[src/rtl/uart_arb_pkg.sv]
// Shared types and the round-robin search used by the UART transmitter arbiter.
package uart_arb_pkg;

  localparam int ARB_STATE_W = 2;
  localparam int RR_MAX_REQ  = 8;

  typedef enum logic [ARB_STATE_W-1:0] {
    IDLE = 2'd0,
    LOAD = 2'd1,
    BUSY = 2'd2
  } arb_state_e;

  // First set bit of req strictly after ptr, wrapping modulo n; returns ptr when req is empty.
  function automatic logic [2:0] rr_pick(input logic [RR_MAX_REQ-1:0] req,
                                         input logic [2:0]            ptr,
                                         input int                    n);
    logic [2:0] pick;
    logic       found;
    int         idx;
    pick  = ptr;
    found = 1'b0;
    for (int i = 1; i <= RR_MAX_REQ; i++) begin
      idx = (int'(ptr) + i) % n;
      if (!found && (i <= n) && req[3'(idx)]) begin
        pick  = 3'(idx);
        found = 1'b1;
      end
    end
    return pick;
  endfunction

endpackage

[src/rtl/uart_rr_picker.sv]
// Round-robin requester picker: combinational search plus the last-winner pointer.
module uart_rr_picker
  import uart_arb_pkg::*;
#(
  parameter int NUM_REQ = 4,
  parameter int IDX_W   = $clog2(NUM_REQ)
) (
  input  logic               clk_i,
  input  logic               rst_ni,
  input  logic [NUM_REQ-1:0] req_i,
  input  logic               advance_i,
  output logic               any_o,
  output logic [IDX_W-1:0]   pick_o
);

  logic [IDX_W-1:0]      ptr_q;
  logic [RR_MAX_REQ-1:0] req_ext;
  logic [2:0]            pick_full;

  assign req_ext   = RR_MAX_REQ'(req_i);
  assign pick_full = rr_pick(req_ext, 3'(ptr_q), NUM_REQ);
  assign pick_o    = IDX_W'(pick_full);
  assign any_o     = |req_i;

  // Pointer starts at the last index so requester 0 wins the first search.
  always_ff @(posedge clk_i or negedge rst_ni) begin
    if (!rst_ni) begin
      ptr_q <= IDX_W'(NUM_REQ - 1);
    end else if (advance_i) begin
      ptr_q <= pick_o;
    end
  end

endmodule

[src/rtl/uart_tx_arbiter.sv]
// Round-robin sharing of one UART transmitter among NUM_REQ byte sources.
// Define UART_ARB_LOCK_EN to add lockIN, which keeps multi-byte messages contiguous.
module uart_tx_arbiter
  import uart_arb_pkg::*;
#(
  parameter int NUM_REQ      = 4,
  parameter int LOAD_TIMEOUT = 65535,
  parameter int CNT_W        = 17
) (
  input  logic                 clockIN,
  input  logic                 nResetIN,
  input  logic [NUM_REQ-1:0]   reqIN,
  input  logic [8*NUM_REQ-1:0] dataIN,
`ifdef UART_ARB_LOCK_EN
  input  logic [NUM_REQ-1:0]   lockIN,
`endif
  output logic [NUM_REQ-1:0]   ackOUT,
  output logic [NUM_REQ-1:0]   grantOUT,
  output logic [7:0]           txDataOUT,
  output logic                 txLoadOUT,
  input  logic                 txReadyIN,
  input  logic                 txIdleIN,
  output logic                 busyOUT,
  output logic                 errOUT,
  output arb_state_e           dbgStateOUT
);

  // Handshake: txLoadOUT is held with stable txDataOUT until synced ready falls
  // (accept); the requester then sees a one-cycle ackOUT and must hold reqIN until it.
  localparam int               IDX_W        = $clog2(NUM_REQ);
  localparam logic [CNT_W-1:0] TIMEOUT_LAST = CNT_W'(LOAD_TIMEOUT - 1);

  logic [1:0] rdy_sync_q, idle_sync_q;
  logic       rdy_s, idle_s;

  always_ff @(posedge clockIN or negedge nResetIN) begin
    if (!nResetIN) begin
      rdy_sync_q  <= 2'b11;
      idle_sync_q <= 2'b11;
    end else begin
      rdy_sync_q  <= {rdy_sync_q[0], txReadyIN};
      idle_sync_q <= {idle_sync_q[0], txIdleIN};
    end
  end

  assign rdy_s  = rdy_sync_q[1];
  assign idle_s = idle_sync_q[1];

  logic [7:0] data_arr [NUM_REQ];
  for (genvar g = 0; g < NUM_REQ; g++) begin : g_unpack
    assign data_arr[g] = dataIN[8*g +: 8];
  end

  logic             any_req;
  logic [IDX_W-1:0] pick;
  logic             ptr_adv;

  uart_rr_picker #(
    .NUM_REQ (NUM_REQ),
    .IDX_W   (IDX_W)
  ) u_picker (
    .clk_i     (clockIN),
    .rst_ni    (nResetIN),
    .req_i     (reqIN),
    .advance_i (ptr_adv),
    .any_o     (any_req),
    .pick_o    (pick)
  );

  arb_state_e       state_q, state_d;
  logic [NUM_REQ-1:0] grant_q, grant_d;
  logic [NUM_REQ-1:0] ack_q, ack_d;
  logic [7:0]       data_q, data_d;
  logic             load_q, load_d;
  logic             err_q, err_d;
  logic [CNT_W-1:0] cnt_q, cnt_d;
  logic [IDX_W-1:0] win_q, win_d;

  always_ff @(posedge clockIN or negedge nResetIN) begin
    if (!nResetIN) begin
      state_q <= IDLE;
      grant_q <= '0;
      ack_q   <= '0;
      data_q  <= '0;
      load_q  <= 1'b0;
      err_q   <= 1'b0;
      cnt_q   <= '0;
      win_q   <= '0;
    end else begin
      state_q <= state_d;
      grant_q <= grant_d;
      ack_q   <= ack_d;
      data_q  <= data_d;
      load_q  <= load_d;
      err_q   <= err_d;
      cnt_q   <= cnt_d;
      win_q   <= win_d;
    end
  end

  always_comb begin
    state_d = state_q;
    grant_d = grant_q;
    ack_d   = '0;
    data_d  = data_q;
    load_d  = load_q;
    err_d   = 1'b0;
    cnt_d   = cnt_q;
    win_d   = win_q;
    ptr_adv = 1'b0;
    case (state_q)
      IDLE: begin
        if (any_req && rdy_s) begin
          win_d   = pick;
          grant_d = NUM_REQ'(1) << pick;
          data_d  = data_arr[pick];
          load_d  = 1'b1;
          cnt_d   = '0;
          ptr_adv = 1'b1;
          state_d = LOAD;
        end
      end
      LOAD: begin
        if (!rdy_s) begin
          load_d  = 1'b0;
          ack_d   = grant_q;
          state_d = BUSY;
        end else if (cnt_q == TIMEOUT_LAST) begin
          // Pointer already moved to this requester, so a stuck one cannot starve others.
          load_d  = 1'b0;
          err_d   = 1'b1;
          grant_d = '0;
          state_d = IDLE;
        end else begin
          cnt_d = cnt_q + CNT_W'(1);
        end
      end
      BUSY: begin
        if (rdy_s) begin
`ifdef UART_ARB_LOCK_EN
          if (lockIN[win_q] && reqIN[win_q]) begin
            data_d  = data_arr[win_q];
            load_d  = 1'b1;
            cnt_d   = '0;
            state_d = LOAD;
          end else begin
            grant_d = '0;
            state_d = IDLE;
          end
`else
          grant_d = '0;
          state_d = IDLE;
`endif
        end
      end
      default: begin
        grant_d = '0;
        load_d  = 1'b0;
        state_d = IDLE;
      end
    endcase
  end

  assign ackOUT      = ack_q;
  assign grantOUT    = grant_q;
  assign txDataOUT   = data_q;
  assign txLoadOUT   = load_q;
  assign errOUT      = err_q;
  assign busyOUT     = (state_q != IDLE) | ~idle_s;
  assign dbgStateOUT = state_q;

endmodule

[config.mk]
export PLATFORM = sky130hd
export DESIGN_NAME = uart_tx_arbiter
export DESIGN_NICKNAME = d
export VERILOG_FILES = /design/src/rtl/uart_arb_pkg.sv /design/src/rtl/uart_rr_picker.sv /design/src/rtl/uart_tx_arbiter.sv
export SDC_FILE = /design/constraint.sdc
export NUM_CORES = 1
export LEC_CHECK = 0
export ABC_CLOCK_PERIOD_IN_PS = 3300
export CAP_MARGIN = 10
export CORE_MARGIN = 2
export CORE_UTILIZATION = 54
export CTS_BUF_LIST = sky130_fd_sc_hd__clkbuf_2 sky130_fd_sc_hd__clkbuf_4 sky130_fd_sc_hd__clkbuf_8
export DETAILED_ROUTE_END_ITERATION = 12
export PLACE_DENSITY = 0.88
export SYNTH_ARGS = -nofsm -noshare
export SYNTH_HDL_FRONTEND = slang
export SYNTH_SLANG_ARGS = --single-unit
[constraint.sdc]
create_clock -name clockIN -period 3.3 [get_ports clockIN]
set_input_delay 0.33 -clock clockIN [delete_from_list [all_inputs] [get_ports clockIN]]
set_output_delay 0.33 -clock clockIN [all_outputs]
set_load 0.1 [all_outputs]
==> results of run 1 <==
-- logic make-up (layout without fill, tap and decap cells) --
| kind of cell | Yosys count | count (layout) | synth area share |
|---|---|---|---|
| adders and majority gates | 2 | 2 | 0.0106 |
| buffers and inverters | 11 | 74 | 0.0345 |
| xor gates and xnor gates | 11 | 11 | 0.0409 |
| AOI/OAI and AO/OA | 55 | 55 | 0.170 |
| DFF | 43 | 43 | 0.460 |
| and+or+nand+nor | 102 | 102 | 0.250 |
| muxes | 8 | 8 | 0.0340 |
-- path summary, 6_finish.rpt --
kind	cells after the start	from	endpoint	slack, ns
worst min-delay path	1	nResetIN	cnt_q[1]	0.17
worst max register to register	5	rdy_sync_q[1]	txDataOUT[6]	1.21
max in group asynchronous	1	nResetIN	ackOUT[3]	2.57
worst min register to register	0	idle_sync_q[0]	idle_sync_q[1]	0.36
worst max-delay path	1	dbgStateOUT[1]	dbgStateOUT[1]	1.01
min in group clockIN	0	idle_sync_q[0]	idle_sync_q[1]	0.36
-- stage by stage --
step	instance area [sq um]	power [mW]	hold WS, ns
2_1_floorplan	2360	1.61	0.0344
6_report	3060	2.25	0.167
4_1_cts	3060	2.26	0.196
3_5_place_dp	2960	1.89	0.349
3_3_place_gp	2960	1.88	0.345
5_1_grt	3060	2.35	0.249
-- flip-flops by register name, summed over array words and instances, names as in the netlist --
name	flops
idle_sync_q	2
rdy_sync_q	2
cnt_q	17
ackOUT	4
grantOUT	4
dbgStateOUT	2
errOUT	1
u_picker.ptr_q	2
txDataOUT	8
txLoadOUT	1
-- layout make-up --
class                           count  area [sq um]
Tap cell                           52          65.1
Inverter                            4          15.0
Multi-Input combinational cell    178          1190
Fill cell                         308          1200
Clock buffer                        8           104
Sequential cell                    43          1080
Timing Repair Buffer               62           606
-- layout by cell type, fill, tap and decap left out, types with 2 or more instances in the layout --
master | netlist | layout
sky130_fd_sc_hd__a211oi_1 | 18 | 18
sky130_fd_sc_hd__a21oi_1 | 7 | 7
sky130_fd_sc_hd__a32o_1 | 2 | 2
sky130_fd_sc_hd__and2_1 | 5 | 5
sky130_fd_sc_hd__and2b_1 | 3 | 3
sky130_fd_sc_hd__and3_1 | 4 | 4
sky130_fd_sc_hd__and4_1 | 2 | 2
sky130_fd_sc_hd__buf_4 | 1 | 4
sky130_fd_sc_hd__clkbuf_8 | 1 | 7
sky130_fd_sc_hd__clkdlybuf4s50_1 | 0 | 57
sky130_fd_sc_hd__dfrtp_1 | 37 | 37
sky130_fd_sc_hd__dfstp_2 | 6 | 6
sky130_fd_sc_hd__ha_1 | 2 | 2
sky130_fd_sc_hd__inv_1 | 4 | 4
sky130_fd_sc_hd__mux2i_1 | 8 | 8
sky130_fd_sc_hd__nand2_1 | 18 | 18
sky130_fd_sc_hd__nand3_1 | 5 | 5
sky130_fd_sc_hd__nand3_2 | 2 | 2
sky130_fd_sc_hd__nand4_1 | 6 | 6
sky130_fd_sc_hd__nor2_1 | 28 | 28
sky130_fd_sc_hd__nor3_1 | 10 | 10
sky130_fd_sc_hd__o2111ai_1 | 2 | 2
sky130_fd_sc_hd__o211ai_1 | 2 | 2
sky130_fd_sc_hd__o211ai_2 | 2 | 2
sky130_fd_sc_hd__o21a_1 | 2 | 2
sky130_fd_sc_hd__o21ai_0 | 9 | 9
sky130_fd_sc_hd__o21ai_1 | 2 | 2
sky130_fd_sc_hd__o21ai_2 | 3 | 3
sky130_fd_sc_hd__or3_1 | 3 | 3
sky130_fd_sc_hd__xnor2_1 | 4 | 4
sky130_fd_sc_hd__xor2_1 | 7 | 7
-- layer usage --
metal,up-vias,share of wire
met2,86,0.49
met1,959,0.42
met4,0,0.020
li1,979,-
met3,11,0.071
met5,-,0
-- power by group through the flow --
stage | registers (mW) | logic (mW) | clock network [mW]
3_5_place_dp | 0.726 | 1.17 | 0
2_1_floorplan | 1.25 | 0.369 | 0
5_1_grt | 0.739 | 1.22 | 0.393
4_1_cts | 0.722 | 1.17 | 0.372
6_report | 0.724 | 1.16 | 0.366
3_3_place_gp | 0.730 | 1.14 | 0
==> results.json, run 1 <==
{
  "dieWidth_um": 70.1,
  "pwr-share-comb": 0.517,
  "number_of_antenna_violations_at_the_first_check_in_global_routing": 0,
  "area_growth_pct": 30.1,
  "slew_violations": 0,
  "wire_length_of_the_first_global_routing_pass_um": 9470,
  "most_common_cell_in_the_synthesized_netlist": "sky130_fd_sc_hd__dfrtp_1",
  "cts.htree.levels": 2,
  "antennaDiodeCount": 0,
  "clock_network_fraction_of_design_power": 0.162,
  "numCtsBuffers": 5,
  "core_region_area_sq_um": 4260,
  "critPathTopFamily": "buffers and inverters",
  "average_cell_area_after_synthesis_sq_um": 10.2,
  "grt_util_met2": 0.397,
  "finalNetCount": 336,
  "fp-row-count": 24,
  "postSynthRegisterBits": 43,
  "grt_start_max_net_pins": 44,
  "io_buffers": 60,
  "grt.overflow.total": 0,
  "worstPathArrival_ns": 1.96,
  "cpMaxStageDelayCell": "sky130_fd_sc_hd__clkdlybuf4s50_1",
  "vdd_ir_drop_max_uv": 701,
  "grt-busiest-layer": "met2",
  "totalNegativeSetupSlack_ns": 0,
  "synth_edf_count": 0,
  "first_global_vias": 1957,
  "drt_iter0_drc": 177,
  "max_cap_violations": 0,
  "detailedPlacementHpwl_um": 4100,
  "route.detailed.wl_per_inst_um": 15.8,
  "fin_worst_skew_ns": 0.00600,
  "cts.clk_slew.worst_paths_ns": 0.08,
  "grt_use_met3": 0.0519,
  "max_slew_margin": 0.325,
  "detailedPlace.worstSlack_ns": 1.01,
  "power.net_switching_mw": 1.10,
  "finish.cell_count_without_fillers": 347,
  "floorplan.initialDensity": 0.553,
  "yosys_warnings": 0,
  "final_hold_viol_count": 0,
  "timing.critical_path.cells": "clkdlybuf4s50_1",
  "route.vias.total": 2035,
  "cts_root_buffer": "sky130_fd_sc_hd__clkbuf_8",
  "gp_routability_congestion": 0.906,
  "chipHeight_um": 70.1,
  "synthDistinctLibCells": 57,
  "seqPwrFrac": 0.321,
  "achievable-frequency_ghz": 0.436,
  "timing.critical_path.buf_inv": 1,
  "cts_setup_buffers": 0,
  "total_leakage_power_nw": 1.29,
  "clkLatencyLatePin_ns": 0.29,
  "grt_util_met1": 0.321,
  "synth.cell_area_sq_um": 2360,
  "clock-sinks": 43,
  "synth_area_leaders": "sky130_fd_sc_hd__dfrtp_1, sky130_fd_sc_hd__dfstp_2, sky130_fd_sc_hd__a211oi_1",
  "drc": 0,
  "internal_power_mw": 1.15,
  "netSwitchingFraction": 0.488,
  "cts_repair_resize_count": 0,
  "io_pins": 61,
  "ys_async_sr_fraction": 1.00,
  "critPathRequiredTime_ns": 2.97,
  "cts_hold_buffers": 0,
  "worstHoldPathType": "in2async",
  "worstSetupStartpointType": "register",
  "antenna_violating_nets_remaining": 0,
  "post_synthesis_cell_count": 232,
  "worst_pin_slew_ns": 1.01,
  "maximum_buffer_depth_of_the_clock_tree": 2,
  "tritoncts": "built",
  "drt-total-wl_um": 5480,
  "power_density_over_the_cells_nw_per_um2": 736,
  "max_stage_delay_on_crit_path_ns": 1.18,
  "post_route_cells_drive_above_1_share": 0.115,
  "synthFlopType": "sky130_fd_sc_hd__dfrtp_1",
  "finalWorstSetupSlack_ns": 1.01,
  "setup-violations-final": 0,
  "share_of_the_clock_period_used_by_the_worst_path_after_layout": 0.694,
  "rsz0062_at_grt": "false",
  "netlist.area_leader.share": 0.393,
  "postSynthNetCount": 274,
  "die_area_sq_um": 4910,
  "yosysSeqAreaShare": 0.460,
  "grt.total_usage": 0.242,
  "first_pass_iters": 5,
  "yosys-top-cells-count": "sky130_fd_sc_hd__dfrtp_1, sky130_fd_sc_hd__nor2_1, sky130_fd_sc_hd__a211oi_1, sky130_fd_sc_hd__nand2_1, sky130_fd_sc_hd__nor3_1",
  "post_synth_top_area_cell": "sky130_fd_sc_hd__dfrtp_1",
  "worst_setup_path_end_kind": "output pin",
  "final_util": 0.719,
  "setup.worst_path.class": "reg2out",
  "outcome": "finished clean",
  "dp.cells": 339,
  "critical_path.max_fanout": 8,
  "avgViaCountPerCell": 5.86,
  "post_layout_min_period_ns": 2.29
}
Note: power is estimated with default switching activity, not from simulation.
==> inputs of run 2 (changes only) <==
--- a/config.mk
+++ b/config.mk
@@ -5,13 +5,13 @@
 export SDC_FILE = /design/constraint.sdc
 export NUM_CORES = 1
 export LEC_CHECK = 0
-export ABC_CLOCK_PERIOD_IN_PS = 3300
+export ABC_CLOCK_PERIOD_IN_PS = 1880
 export CAP_MARGIN = 10
 export CORE_MARGIN = 2
-export CORE_UTILIZATION = 54
+export CORE_UTILIZATION = 46
 export CTS_BUF_LIST = sky130_fd_sc_hd__clkbuf_2 sky130_fd_sc_hd__clkbuf_4 sky130_fd_sc_hd__clkbuf_8
 export DETAILED_ROUTE_END_ITERATION = 12
-export PLACE_DENSITY = 0.88
+export PLACE_DENSITY = 0.8
 export SYNTH_ARGS = -nofsm -noshare
 export SYNTH_HDL_FRONTEND = slang
 export SYNTH_SLANG_ARGS = --single-unit
==> constraint.sdc (replaced) <==
create_clock -name clockIN -period 1.88 [get_ports clockIN]
set_input_delay 0.188 -clock clockIN [delete_from_list [all_inputs] [get_ports clockIN]]
set_output_delay 0.188 -clock clockIN [all_outputs]
set_load 0.1 [all_outputs]
==> run 2 against run 1 <==
Effect of this change:
- via count is 6.2% higher
- cell count is 13% higher
- critical path depth is 4 higher
- clock skew is 0.0021 ns lower
- count of clock-buffer cells in the layout is 2 lower
- critical path type is now reg2reg
- non-clock buffer count is 28 higher
- highest routed layer unchanged
- power is 86% higher
- utilization is 5.0 points lower
- sequential power is 73% higher
- die area is 16% higher
- largest cell class unchanged
==> results.json, run 2 (same netlist as run 1, synthesis figures left out) <==
{
  "highest_count_cells_in_the_layout_ignoring_fill_and_taps": "sky130_fd_sc_hd__buf_4, sky130_fd_sc_hd__clkdlybuf4s50_1, sky130_fd_sc_hd__dfrtp_1",
  "critPathRequiredTime_ns": 2.06,
  "core_region_area_sq_um": 5010,
  "antennaDiodeCount": 0,
  "outcome": "finished clean",
  "number_of_flip_flops_in_the_largest_register": 17,
  "filler_cell_count": 399,
  "drc": 0,
  "route.detailed.wl_per_inst_um": 14.9,
  "vdd_ir_drop_max_uv": 1340,
  "worstPathArrival_ns": 1.96,
  "setup-violations-final": 0,
  "fin_worst_skew_ns": 0.00392,
  "post_route_cells_drive_above_1_share": 0.279,
  "largest_register": "cnt_q",
  "critPathTopFamily": "simple AND/OR/NAND/NOR gates",
  "total_leakage_power_nw": 1.47,
  "timing.rr.start": "u_picker.ptr_q[0]",
  "grt.total_usage": 0.224,
  "netSwitchingFraction": 0.477,
  "drt_iter0_drc": 168,
  "chipHeight_um": 75.6,
  "totalNegativeSetupSlack_ns": 0,
  "worst_pin_slew_ns": 0.413,
  "worst_setup_path_end_kind": "register",
  "route.vias.total": 2162,
  "detailedPlacementHpwl_um": 4450,
  "reg2regPathDepth": 5,
  "clkLatencyLatePin_ns": 0.30,
  "totalPowerFinal_mw": 4.19,
  "timing.hold.worst_endpoint": "rdy_sync_q[0]",
  "cts.clk_slew.worst_paths_ns": 0.08,
  "achievable-frequency_ghz": 0.563,
  "first_pass_iters": 4,
  "worstSetupStartpointType": "register",
  "r2r_setup_slack_ns": 0.10,
  "setup.worst_path.class": "reg2reg",
  "pwr-share-comb": 0.523,
  "die_area_sq_um": 5710,
  "worstHoldPathType": "in2reg",
  "floorplan.initialDensity": 0.470,
  "timing.critical_path.buf_inv": 0,
  "dieWidth_um": 75.6,
  "fp-row-count": 26,
  "post_layout_min_period_ns": 1.78,
  "grt.overflow.total": 0,
  "clock_network_fraction_of_design_power": 0.179,
  "power_density_over_the_cells_nw_per_um2": 1250,
  "max_cap_violations": 0,
  "wire_length_of_the_first_global_routing_pass_um": 9770,
  "min_from": "txReadyIN",
  "critical_path.max_fanout": 10,
  "cts_root_buffer": "sky130_fd_sc_hd__clkbuf_8",
  "maximum_buffer_depth_of_the_clock_tree": 2,
  "gp_routability_congestion": 0.902,
  "layout_commonest_cell": "sky130_fd_sc_hd__buf_4",
  "area_growth_pct": 42.1,
  "final_hold_viol_count": 0,
  "slew_violations": 0,
  "timing.critical_path.cells": "and2b_2 > o21ai_2 > and3_4 > mux2i_1 > a211oi_1",
  "io_buffers": 60,
  "power.net_switching_mw": 2.00,
  "grt_start_max_net_pins": 20,
  "tritoncts": "built",
  "hold-path-cell-count": 1,
  "internal_power_mw": 2.19,
  "number_of_antenna_violations_at_the_first_check_in_global_routing": 0,
  "max_stage_delay_on_crit_path_ns": 0.55,
  "drt-total-wl_um": 5860,
  "antenna_violating_nets_remaining": 0,
  "finalNetCount": 364,
  "share_of_the_clock_period_used_by_the_worst_path_after_layout": 0.946,
  "numCtsBuffers": 5,
  "first_global_vias": 2117,
  "seqPwrFrac": 0.299,
  "clock-sinks": 43,
  "cpMaxStageDelayCell": "sky130_fd_sc_hd__dfstp_2",
  "avgViaCountPerCell": 5.50,
  "max_slew_margin": 0.722,
  "cts.htree.levels": 2,
  "io_pins": 61,
  "r2r_end": "txDataOUT[2]"
}
## run 2: cell types whose count changed in the layout (fill, tap and decap cells not counted), sizes merged
| cell | previous run | this run |
|---|---|---|
| clkbuf | 8 | 6 |
| buf | 5 | 51 |
| dlygate4sd3 | 0 | 1 |
| clkdlybuf4s50 | 57 | 38 |
| clkinv | 0 | 1 |
| bufinv | 0 | 1 |
## run 2: power by group through the flow
stage / combinational (mW) / clock (mW) / sequential [mW]
floorplan: 0.648 / 0 / 2.19
global placement: 2.11 / 0 / 1.26
detailed placement: 2.13 / 0 / 1.26
CTS: 2.14 / 0.759 / 1.25
global route: 2.31 / 0.792 / 1.28
finish: 2.19 / 0.749 / 1.25
## run 2: layout make-up
class / instances / area, sq um / area share
clock inverters: 2 / 35.0 / 0.0105
inverters: 4 / 15.0 / 0.00448
well taps: 70 / 87.6 / 0.0262
clock buffers: 6 / 82.6 / 0.0247
multi-input cells: 178 / 1230 / 0.369
repair buffers: 90 / 803 / 0.240
flip-flops and latches: 43 / 1090 / 0.325
## run 2: through the flow
step	area (sq um)	worst slack (ns)	util	std cells	hold slack (ns)
detailed placement	3140	-0.169	0.627	380	0.135
floorplan	2360	0.00260	-	232	-0.108
CTS	3280	0.0227	0.654	390	0.304
global placement	3140	-0.129	0.627	380	0.133
global route	3350	-0.00762	0.668	393	0.310
finish	3350	0.102	0.668	393	0.304
## run 2: worst max path at each step
stage | slack, ns | start | endpoint | cells past startpoint
final | 0.10 | u_picker.ptr_q[0] | txDataOUT[2] | 5
after CTS | 0.02 | u_picker.ptr_q[0] | txDataOUT[1] | 6
after global placement | -0.13 | reqIN[3] | txDataOUT[1] | 7
after floorplan | 0.003 | dbgStateOUT[1] | txDataOUT[0] | 5
after detailed placement | -0.17 | reqIN[2] | cnt_q[8] | 6
after global routing | -0.008 | cnt_q[0] | cnt_q[14] | 7
## run 2: layer usage
metal,global-route usage,share of wire,vias to the layer above
met5,0,0,-
met4,0.0780,0.013,0
met3,0.0582,0.078,7
met2,0.372,0.50,90
met1,0.284,0.41,1024
li1,-,-,1041
## run 2: repair_timing
item	CTS	global route
setup endpoints to repair	9	16
hold buffers	1	0
resized for setup	0	14
setup buffers	1	2
endpoints found under the hold margin	17	0
pin swaps	1	3
cloned	0	1
